**config.mk**
```make
export PLATFORM = sky130hd
export DESIGN_NAME = sha256_core_arbiter
export DESIGN_NICKNAME = d
export VERILOG_FILES = /design/src/rtl/sha256_core_arbiter.sv
export SDC_FILE = /design/constraint.sdc
export NUM_CORES = 1
export LEC_CHECK = 0
export BUFFER_PORTS_ARGS = -buffer_cell sky130_fd_sc_hd__buf_2
export CAP_MARGIN = 0
export CORE_ASPECT_RATIO = 1.4
export CORE_MARGIN = 2
export CORE_UTILIZATION = 45
export CTS_CLUSTER_SIZE = 16
export DETAILED_ROUTE_END_ITERATION = 16
export PLACE_DENSITY = 0.61
export SYNTH_ARGS = -nofsm -noshare
export SYNTH_HDL_FRONTEND = slang
export SYNTH_SLANG_ARGS = --single-unit
```
**constraint.sdc**
```tcl
create_clock -name clk -period 6.2 [get_ports clk]
set_input_delay 0.31 -clock clk [delete_from_list [all_inputs] [get_ports clk]]
set_output_delay 0.31 -clock clk [all_outputs]
set_load 0.005 [all_outputs]
```
**src/rtl/sha256_core_arbiter.sv**
```systemverilog
// Two-requester round-robin front end for a byte-serial SHA-256 core: buffers a 16-word block, feeds it, packs the 32-byte digest.
// Optional WAIT watchdog is built only when SHA_ARB_TIMEOUT_EN is defined; otherwise err_out is tied low.
//
// state   | meaning
// IDLE    | no owner, waiting for any req_in
// LOAD    | accepting 16 words from the granted requester
// PRE     | core_start_out high with zero data for PRE_CYC cycles
// FEED    | buffered words 0..15 presented to the core, one per cycle
// WAIT    | waiting for the core's first digest byte
// COLLECT | packing digest bytes into words, then completion pulse
module sha256_core_arbiter #(
  parameter int DATA_WIDTH  = 32,
  parameter int PRE_CYC     = 3,
  parameter int TIMEOUT_CYC = 1024
) (
  input  logic                  clk,
  input  logic                  rst,
  input  logic [1:0]            req_in,
  output logic [1:0]            gnt_out,
  input  logic [1:0]            ld_valid_in,
  input  logic [DATA_WIDTH-1:0] ld_word0_in,
  input  logic [DATA_WIDTH-1:0] ld_word1_in,
  output logic [1:0]            ld_ready_out,
  output logic                  core_start_out,
  output logic [DATA_WIDTH-1:0] core_msg_out,
  input  logic [7:0]            core_hash_in,
  input  logic                  core_dv_in,
  output logic [31:0]           hash_word_out,
  output logic                  hash_valid_out,
  output logic [2:0]            hash_idx_out,
  output logic                  hash_dst_out,
  output logic [1:0]            done_out,
  output logic                  err_out
);

  // PRE is a down-counter that must see at least one cycle; both limits must be positive.
  if (PRE_CYC < 1 || TIMEOUT_CYC < 1) begin : g_bad_param
    $error("sha256_core_arbiter: PRE_CYC and TIMEOUT_CYC must be >= 1");
  end

  localparam int PW = (PRE_CYC > 1) ? $clog2(PRE_CYC) : 1;

  typedef enum logic [2:0] {IDLE, LOAD, PRE, FEED, WAIT, COLLECT} state_t;

  state_t                state;
  logic [DATA_WIDTH-1:0] msg_buf [16];
  logic [3:0]            word_cnt;
  logic [PW-1:0]         pre_cnt;
  logic [4:0]            byte_cnt;
  logic [23:0]           byte_acc;
  logic                  collect_fin;
  logic                  ptr;
  logic                  owner;

`ifdef SHA_ARB_TIMEOUT_EN
  localparam int TW = (TIMEOUT_CYC > 1) ? $clog2(TIMEOUT_CYC) : 1;
  logic [TW-1:0] to_cnt;
`endif

  logic                  pick;
  logic                  owner_req;
  logic                  ld_fire;
  logic [DATA_WIDTH-1:0] ld_word;

  // ptr names the requester that wins a tie; it flips to the other side after a served block.
  always_comb begin
    pick      = req_in[ptr] ? ptr : ~ptr;
    owner_req = req_in[owner];
    ld_fire   = ld_valid_in[owner] & ld_ready_out[owner];
    ld_word   = owner ? ld_word1_in : ld_word0_in;
  end

  always_ff @(posedge clk) begin
    if (state == LOAD && owner_req && ld_fire)
      msg_buf[word_cnt] <= ld_word;
  end

  always_ff @(posedge clk) begin
    if (rst) begin
      state          <= IDLE;
      gnt_out        <= '0;
      ld_ready_out   <= '0;
      core_start_out <= 1'b0;
      core_msg_out   <= '0;
      hash_word_out  <= '0;
      hash_valid_out <= 1'b0;
      hash_idx_out   <= '0;
      hash_dst_out   <= 1'b0;
      done_out       <= '0;
      word_cnt       <= '0;
      pre_cnt        <= '0;
      byte_cnt       <= '0;
      byte_acc       <= '0;
      collect_fin    <= 1'b0;
      ptr            <= 1'b0;
      owner          <= 1'b0;
`ifdef SHA_ARB_TIMEOUT_EN
      err_out        <= 1'b0;
      to_cnt         <= '0;
`endif
    end else begin
      hash_valid_out <= 1'b0;
      done_out       <= '0;
`ifdef SHA_ARB_TIMEOUT_EN
      err_out        <= 1'b0;
`endif
      case (state)
        IDLE: begin
          if (|req_in) begin
            owner        <= pick;
            gnt_out      <= pick ? 2'b10 : 2'b01;
            ld_ready_out <= pick ? 2'b10 : 2'b01;
            word_cnt     <= '0;
            state        <= LOAD;
          end
        end
        LOAD: begin
          // An abandoned block leaves ptr alone so the requester keeps its turn.
          if (!owner_req) begin
            gnt_out      <= '0;
            ld_ready_out <= '0;
            state        <= IDLE;
          end else if (ld_fire) begin
            word_cnt <= word_cnt + 4'd1;
            if (word_cnt == 4'd15) begin
              ld_ready_out   <= '0;
              core_start_out <= 1'b1;
              core_msg_out   <= '0;
              pre_cnt        <= PW'(PRE_CYC - 1);
              state          <= PRE;
            end
          end
        end
        PRE: begin
          if (pre_cnt == '0) begin
            core_msg_out <= msg_buf[0];
            word_cnt     <= '0;
            state        <= FEED;
          end else begin
            pre_cnt <= pre_cnt - 1'b1;
          end
        end
        FEED: begin
          if (word_cnt == 4'd15) begin
            core_start_out <= 1'b0;
            core_msg_out   <= '0;
            state          <= WAIT;
`ifdef SHA_ARB_TIMEOUT_EN
            to_cnt         <= TW'(TIMEOUT_CYC - 1);
`endif
          end else begin
            word_cnt     <= word_cnt + 4'd1;
            core_msg_out <= msg_buf[word_cnt + 4'd1];
          end
        end
        WAIT: begin
          // The core's valid cycle already carries digest byte 0.
          if (core_dv_in) begin
            byte_acc    <= {16'h0000, core_hash_in};
            byte_cnt    <= 5'd1;
            collect_fin <= 1'b0;
            state       <= COLLECT;
          end
`ifdef SHA_ARB_TIMEOUT_EN
          else if (to_cnt == '0) begin
            err_out <= 1'b1;
            gnt_out <= '0;
            ptr     <= ~owner;
            state   <= IDLE;
          end else begin
            to_cnt <= to_cnt - 1'b1;
          end
`endif
        end
        COLLECT: begin
          if (collect_fin) begin
            done_out <= gnt_out;
            gnt_out  <= '0;
            ptr      <= ~owner;
            state    <= IDLE;
          end else begin
            byte_acc <= {byte_acc[15:0], core_hash_in};
            byte_cnt <= byte_cnt + 5'd1;
            if (byte_cnt[1:0] == 2'd3) begin
              hash_valid_out <= 1'b1;
              hash_word_out  <= {byte_acc, core_hash_in};
              hash_idx_out   <= byte_cnt[4:2];
              hash_dst_out   <= owner;
            end
            if (byte_cnt == 5'd31)
              collect_fin <= 1'b1;
          end
        end
        default: state <= IDLE;
      endcase
    end
  end

`ifndef SHA_ARB_TIMEOUT_EN
  assign err_out = 1'b0;
`endif

endmodule

```
==> flow_metrics.env, run 1 <==
export IMPL_outcome="finished, final reports clean"
export IMPL_postSynth_asyncResetShare_pct=0
export IMPL_yosysMostFrequentCell="edfxtp_1"
export IMPL_swShare_pct=21.27
export IMPL_netlist_instances=1389
export IMPL_synth_area_leader_cell="edfxtp_1"
export IMPL_rr_startpoint="state[0]"
export IMPL_power_internal_mw=7.020
export IMPL_r2r_end="msg_buf[6][4]"
export IMPL_cts_buffer_depth=3
export IMPL_p_comb_share_pct=7.1
export IMPL_route_vias_total=13150
export IMPL_dr_pass1_iters=5
export IMPL_root_buffer="clkbuf_16"
export IMPL_fin_setup_tns_ns=0
export IMPL_place_gp_congestion=0.7710
export IMPL_yosysWarnings=0
export IMPL_post_cts_buffers=0
export IMPL_ant_nets=0
export IMPL_dp_cells=2210
export IMPL_relSlewSlack_pct=13.70
export IMPL_setup_viol=0
export IMPL_drt_wl_total_mm=56.54
export IMPL_netlist_top_cells_area="edfxtp_1 63%, mux4_2 12%, dfxtp_1 9.6%"
export IMPL_nets=1649
export IMPL_initial_core_util_pct=45.72
export IMPL_setup_slack_ns=2.596
export IMPL_ys_types=47
export IMPL_fin_crit_sh_pct=58.12
export IMPL_drc=0
export IMPL_h_tree_depth=2
export IMPL_synth_edf_count=512
export IMPL_grt_max_degree=86
export IMPL_power_frac_seq_pct=52.0
export IMPL_drt_iter0_markers=792
export IMPL_areaGrowthSynthToFinish_pct=15.34
export IMPL_hold_path_class="in2reg"
export IMPL_place_area_sq_um=26080
export IMPL_grt_pass1_wl_mm=85.37
export IMPL_p_per_area_nw_per_um2=317.2
export IMPL_synth_avg_cell_area_sq_um=17.55
export IMPL_antenna_found_initial=0
export IMPL_cts_tree="done"
export IMPL_startpoint_type="register"
export IMPL_fp_dieW_um=200.7
export IMPL_end_kind="register"
export IMPL_stdcell_count=2325
export IMPL_vias_per_cell=5.655
export IMPL_dp_hpwl_mm=31.86
export IMPL_diodes=0
export IMPL_rsz0062_at_grt="false"
export IMPL_worstPathMaxFanout=22
export IMPL_cp_endpoint="msg_buf[6][4]"
export IMPL_p_leak_nw=9.410
export IMPL_cp_data_arrival_time_ns=3.91
export IMPL_rows=100
export IMPL_placeableCoreArea_sq_um=53300
export IMPL_track_usage_pct=20.42
export IMPL_dieHeight_um=279.4
export IMPL_cts_buffers=57
export IMPL_post_route_util_pct=52.74
export IMPL_syn_area_sq_um=24370
export IMPL_hold_viol=0
export IMPL_die_area_sq_um=56060
export IMPL_peakVddDrop_v=0.0002536
export IMPL_grt_pass1_vias=13690
export IMPL_hold_slack_ns=0.08938
export IMPL_worst_clock_skew_ns=0.01945
export IMPL_ys_seq_area_share_pct=72.70
export IMPL_p_sw_mw=1.897
export IMPL_rrSetupSlack_ns=2.60
export IMPL_reg2regPathDepth=6
export IMPL_layout_drive_gt1_share_pct=29.36
export IMPL_ys_top_cells_by_count="512 x edfxtp_1, 170 x nand2_1, 128 x mux4_2"
export IMPL_cts_sinks=629
export IMPL_port_buffers=154
export IMPL_min_period_ns=3.604
export IMPL_post_place_ws_ns=2.614
export IMPL_crit_path_start="state[0]"
export IMPL_synth_flop_cell="edfxtp_1"
export IMPL_critPathKind="reg2reg"
export IMPL_io_pin_count=156
export IMPL_power_share_clock_pct=40.8
export IMPL_max_freq_mhz=277.5
export IMPL_synth_top_cell_area_share_pct=63.09
export IMPL_clock_latency_ns=0.62
export IMPL_nFillCells=4358
export IMPL_maxCapViolCount=0
export IMPL_overflow=0
export IMPL_wl_per_cell_um=24.32
export IMPL_fin_total_pwr_mw=8.916
export IMPL_slew_violations=0
export IMPL_critPathRequiredTime_ns=6.50
export IMPL_final_cell_area_sq_um=28110
export IMPL_path_clk_slew_ns=0.06
export IMPL_tightest_slew_ns=1.288
export IMPL_ys_ff_latch=629
export IMPL_synthesis_nets=1475
final cells by class:
| class | count | area [sq um] | area share [%] |
|---|---|---|---|
| sequential | 629 | 17720 | 63.05 |
| multi-input combinational | 669 | 6381 | 22.70 |
| tap | 714 | 893.4 | 3.178 |
| timing repair buffer | 201 | 1144 | 4.068 |
| inverter | 5 | 18.77 | 0.06677 |
| clock inverter | 27 | 336.6 | 1.197 |
| clock buffer | 80 | 1614 | 5.742 |
state kept, by name, indices dropped and copies added (netlist names):
signal	cells
byte_cnt	5
ld_ready_out	2
word_cnt	4
msg_buf	512
hash_idx_out	3
gnt_out	2
hash_word_out	32
owner	1
core_start_out	1
core_msg_out	32
byte_acc	24
state	3
hash_valid_out	1
ptr	1
done_out	2
collect_fin	1
hash_dst_out	1
pre_cnt	2
cells by family after synthesis:
group,Yosys count,share of synthesized area (%)
DFF,629,72.70
and+or+nand+nor,261,4.518
muxes,198,14.88
AOI/OAI and AO/OA,197,5.555
buffers and inverters,91,1.797
adders and majority gates,7,0.3594
xor gates and xnor gates,5,0.1797
other,1,0.01539
cells in the final DEF, fill, tap and decap left out, types with 20 or more instances in the layout:
cell type  instances
a211o_1           33
a21oi_1           89
a22oi_1           20
buf_2            154
buf_4             39
clkbuf_16         58
dfxtp_1          115
edfxtp_1         512
mux2_2            34
mux2i_1           36
mux4_2           128
nand2_1          170
nor2_1            32
o2bb2ai_1         32
worst min path at each step:
stage	startpoint	cells after the start	slack, ns	end
after floorplan	byte_acc[16]	2	0.43	hash_word_out[24]
after global placement	hash_word_out[21]	2	0.44	hash_word_out[21]
after detailed placement	hash_word_out[24]	2	0.44	hash_word_out[24]
after CTS	req_in[1]	3	0.05	owner
after global routing	req_in[1]	3	0.08	owner
final	req_in[1]	3	0.09	owner
power by group through the flow:
| stage | Sequential, mW | Combinational, mW | Clock (mW) |
|---|---|---|---|
| 2_1_floorplan | 4.71 | 0.503 | 0 |
| 4_1_cts | 4.64 | 0.648 | 3.71 |
| 3_3_place_gp | 4.73 | 0.634 | 0 |
| 5_1_grt | 4.64 | 0.695 | 3.87 |
| 3_5_place_dp | 4.73 | 0.644 | 0 |
| 6_report | 4.64 | 0.635 | 3.64 |
worst max-delay path, cell delays in order, from the launching register on:
cell and delay [ns]:
dfxtp_1 0.75, nor3b_2 0.45, nand2_1 0.14, a21oi_1 0.40
nand2_1 0.32, nor2_4 0.85, buf_4 0.37
layer usage:
layer | share of wire, % | vias up | track usage [%]
li1 | - | 5813 | -
met1 | 40 | 6817 | 26.34
met2 | 51 | 440 | 35.84
met3 | 6.2 | 79 | 3.525
met4 | 2.3 | 0 | 5.565
met5 | 0 | - | 0
repair_timing:
action / 4_1_cts / 5_1_grt
endpoints found under the hold margin: 16 / 0
hold buffers: 8 / 0
setup endpoints to repair: 0 / 0
gates resized for setup: 0 / 0
No activity file was read; power rests on OpenSTA's default activity.
==> run 2: changes to the inputs <==
==> constraint.sdc (replaced) <==
create_clock -name clk -period 3.75 [get_ports clk]
set_input_delay 0.1875 -clock clk [delete_from_list [all_inputs] [get_ports clk]]
set_output_delay 0.1875 -clock clk [all_outputs]
set_load 0.005 [all_outputs]
==> run 2 against run 1 <==
Power is 61% higher. Non-clock buffer count is 15 higher. Clock-buffer cell count is 3 higher. Maximum frequency is 29% higher. Die area stayed put. Cell area is 0.60% higher. Largest power group unchanged.
==> flow_metrics.env, run 2 (synthesis results as in run 1) <==
export IMPL_root_buffer="clkbuf_16"
export IMPL_route_vias_total=13060
export IMPL_post_cts_buffers=0
export IMPL_dieHeight_um=279.4
export IMPL_startpoint_type="register"
export IMPL_stdcell_count=2341
export IMPL_rows=100
export IMPL_setup_viol=0
export IMPL_areaGrowthSynthToFinish_pct=16.03
export IMPL_dp_hpwl_mm=32.65
export IMPL_wl_per_cell_um=23.85
export IMPL_port_buffers=154
export IMPL_path_clk_slew_ns=0.06
export IMPL_max_freq_mhz=358.8
export IMPL_ant_nets=0
export IMPL_grt_pass1_vias=13620
export IMPL_dr_pass1_iters=5
export IMPL_place_gp_congestion=0.7480
export IMPL_p_leak_nw=9.450
export IMPL_p_per_area_nw_per_um2=507.9
export IMPL_largest_register_ff_count=512
export IMPL_hold_path_class="in2reg"
export IMPL_diodes=0
export IMPL_clock_latency_ns=0.62
export IMPL_worstPathMaxFanout=18
export IMPL_nets=1665
export IMPL_cts_tree="done"
export IMPL_drc=0
export IMPL_layout_commonest_cell="edfxtp_1"
export IMPL_initial_core_util_pct=45.72
export IMPL_cts_buffers=58
export IMPL_grt_pass1_wl_mm=84.16
export IMPL_drt_wl_total_mm=55.82
export IMPL_reg_top3="msg_buf (512), core_msg_out (32), hash_word_out (32)"
export IMPL_slew_violations=0
export IMPL_fin_crit_sh_pct=74.32
export IMPL_h_tree_depth=2
export IMPL_maxCapViolCount=0
export IMPL_final_cell_mix="512 x edfxtp_1, 170 x nand2_1, 154 x buf_2, 128 x mux4_2, 115 x dfxtp_1"
export IMPL_io_pin_count=156
export IMPL_min_period_ns=2.787
export IMPL_cts_buffer_depth=3
export IMPL_rsz0062_at_grt="false"
export IMPL_drt_iter0_markers=907
export IMPL_track_usage_pct=20.11
export IMPL_outcome="finished, final reports clean"
export IMPL_post_cts_resized=0
export IMPL_antenna_found_initial=0
export IMPL_vias_per_cell=5.578
export IMPL_end_kind="register"
export IMPL_worst_clock_skew_ns=0.02219
export IMPL_layout_drive_gt1_share_pct=29.63
export IMPL_fp_dieW_um=200.7
export IMPL_cp_data_arrival_time_ns=3.35
export IMPL_tightest_slew_ns=0.8831
export IMPL_peakVddDrop_v=0.0003651
export IMPL_hold_viol=0
export IMPL_largest_register="msg_buf"
export IMPL_placeableCoreArea_sq_um=53300
export IMPL_post_place_ws_ns=0.9658
export IMPL_overflow=0
export IMPL_critPathKind="reg2reg"
export IMPL_grt_max_degree=86
export IMPL_die_area_sq_um=56060
export IMPL_fin_setup_tns_ns=0
export IMPL_dp_cells=2222
export IMPL_critPathRequiredTime_ns=4.31
export IMPL_setup_slack_ns=0.9631
export IMPL_cts_sinks=629
export IMPL_relSlewSlack_pct=41.12
export IMPL_hold_slack_ns=0.1029
==> run 2: stage by stage <==
step | instance area, sq um | util [%] | total power, mW
floorplan | 24390 | - | 8.613
global placement | 26360 | 49.45 | 8.867
detailed placement | 26360 | 49.45 | 8.888
CTS | 28280 | 53.05 | 14.50
global route | 28280 | 53.05 | 14.81
finish | 28280 | 53.05 | 14.36
==> run 2: final timing paths <==
path                         from                to  slack, ns  cells after the start
hold reg to reg   core_msg_out[5]   core_msg_out[5]       0.46                      1
hold / removal    ld_word0_in[28]   msg_buf[11][28]       0.10                      2
setup / recovery      word_cnt[2]  core_msg_out[11]       0.96                      6
setup reg to reg      word_cnt[2]  core_msg_out[11]       0.96                      6
==> run 2: worst max-delay path, cell delays in order, from the launching register on <==
cell	delay [ns]
dfxtp_1	0.76
nand2b_1	0.42
a21oi_1	0.29
nand3_2	0.53
buf_12	0.41
o2bb2ai_1	0.17
a211o_1	0.13
==> run 2: per-layer routing <==
layer  routed length (um)  share of wire [%]  global-route usage [%]
met1                22700                 41                   25.17
met2                29180                 52                   36.00
met3                 2483                4.4                   3.222
met4                 1457                2.6                   6.173
met5                    0                  0                       0
==> run 2: final cells by class <==
class	count	area [sq um]
fill	4356	25020
sequential	629	17720
multi-input combinational	669	6406
clock buffer	83	1618
timing repair buffer	216	1426
tap	714	893.4
clock inverter	25	193.9
inverter	5	18.77
==> run 2: power by group <==
group | leakage, nW | switching (mW) | total, mW | internal [mW]
clock network | 0.900 | 2.50 | 5.64 | 3.14
registers | 5.54 | 0.0217 | 7.65 | 7.62
logic | 3.01 | 0.572 | 1.08 | 0.505
total | 9.45 | 3.09 | 14.4 | 11.3
==> run 2: what timing repair did <==
item / 4_1_cts / 5_1_grt
hold buffers: 11 / 0
endpoints found under the setup margin: 0 / 0
endpoints found under the hold margin: 21 / 0
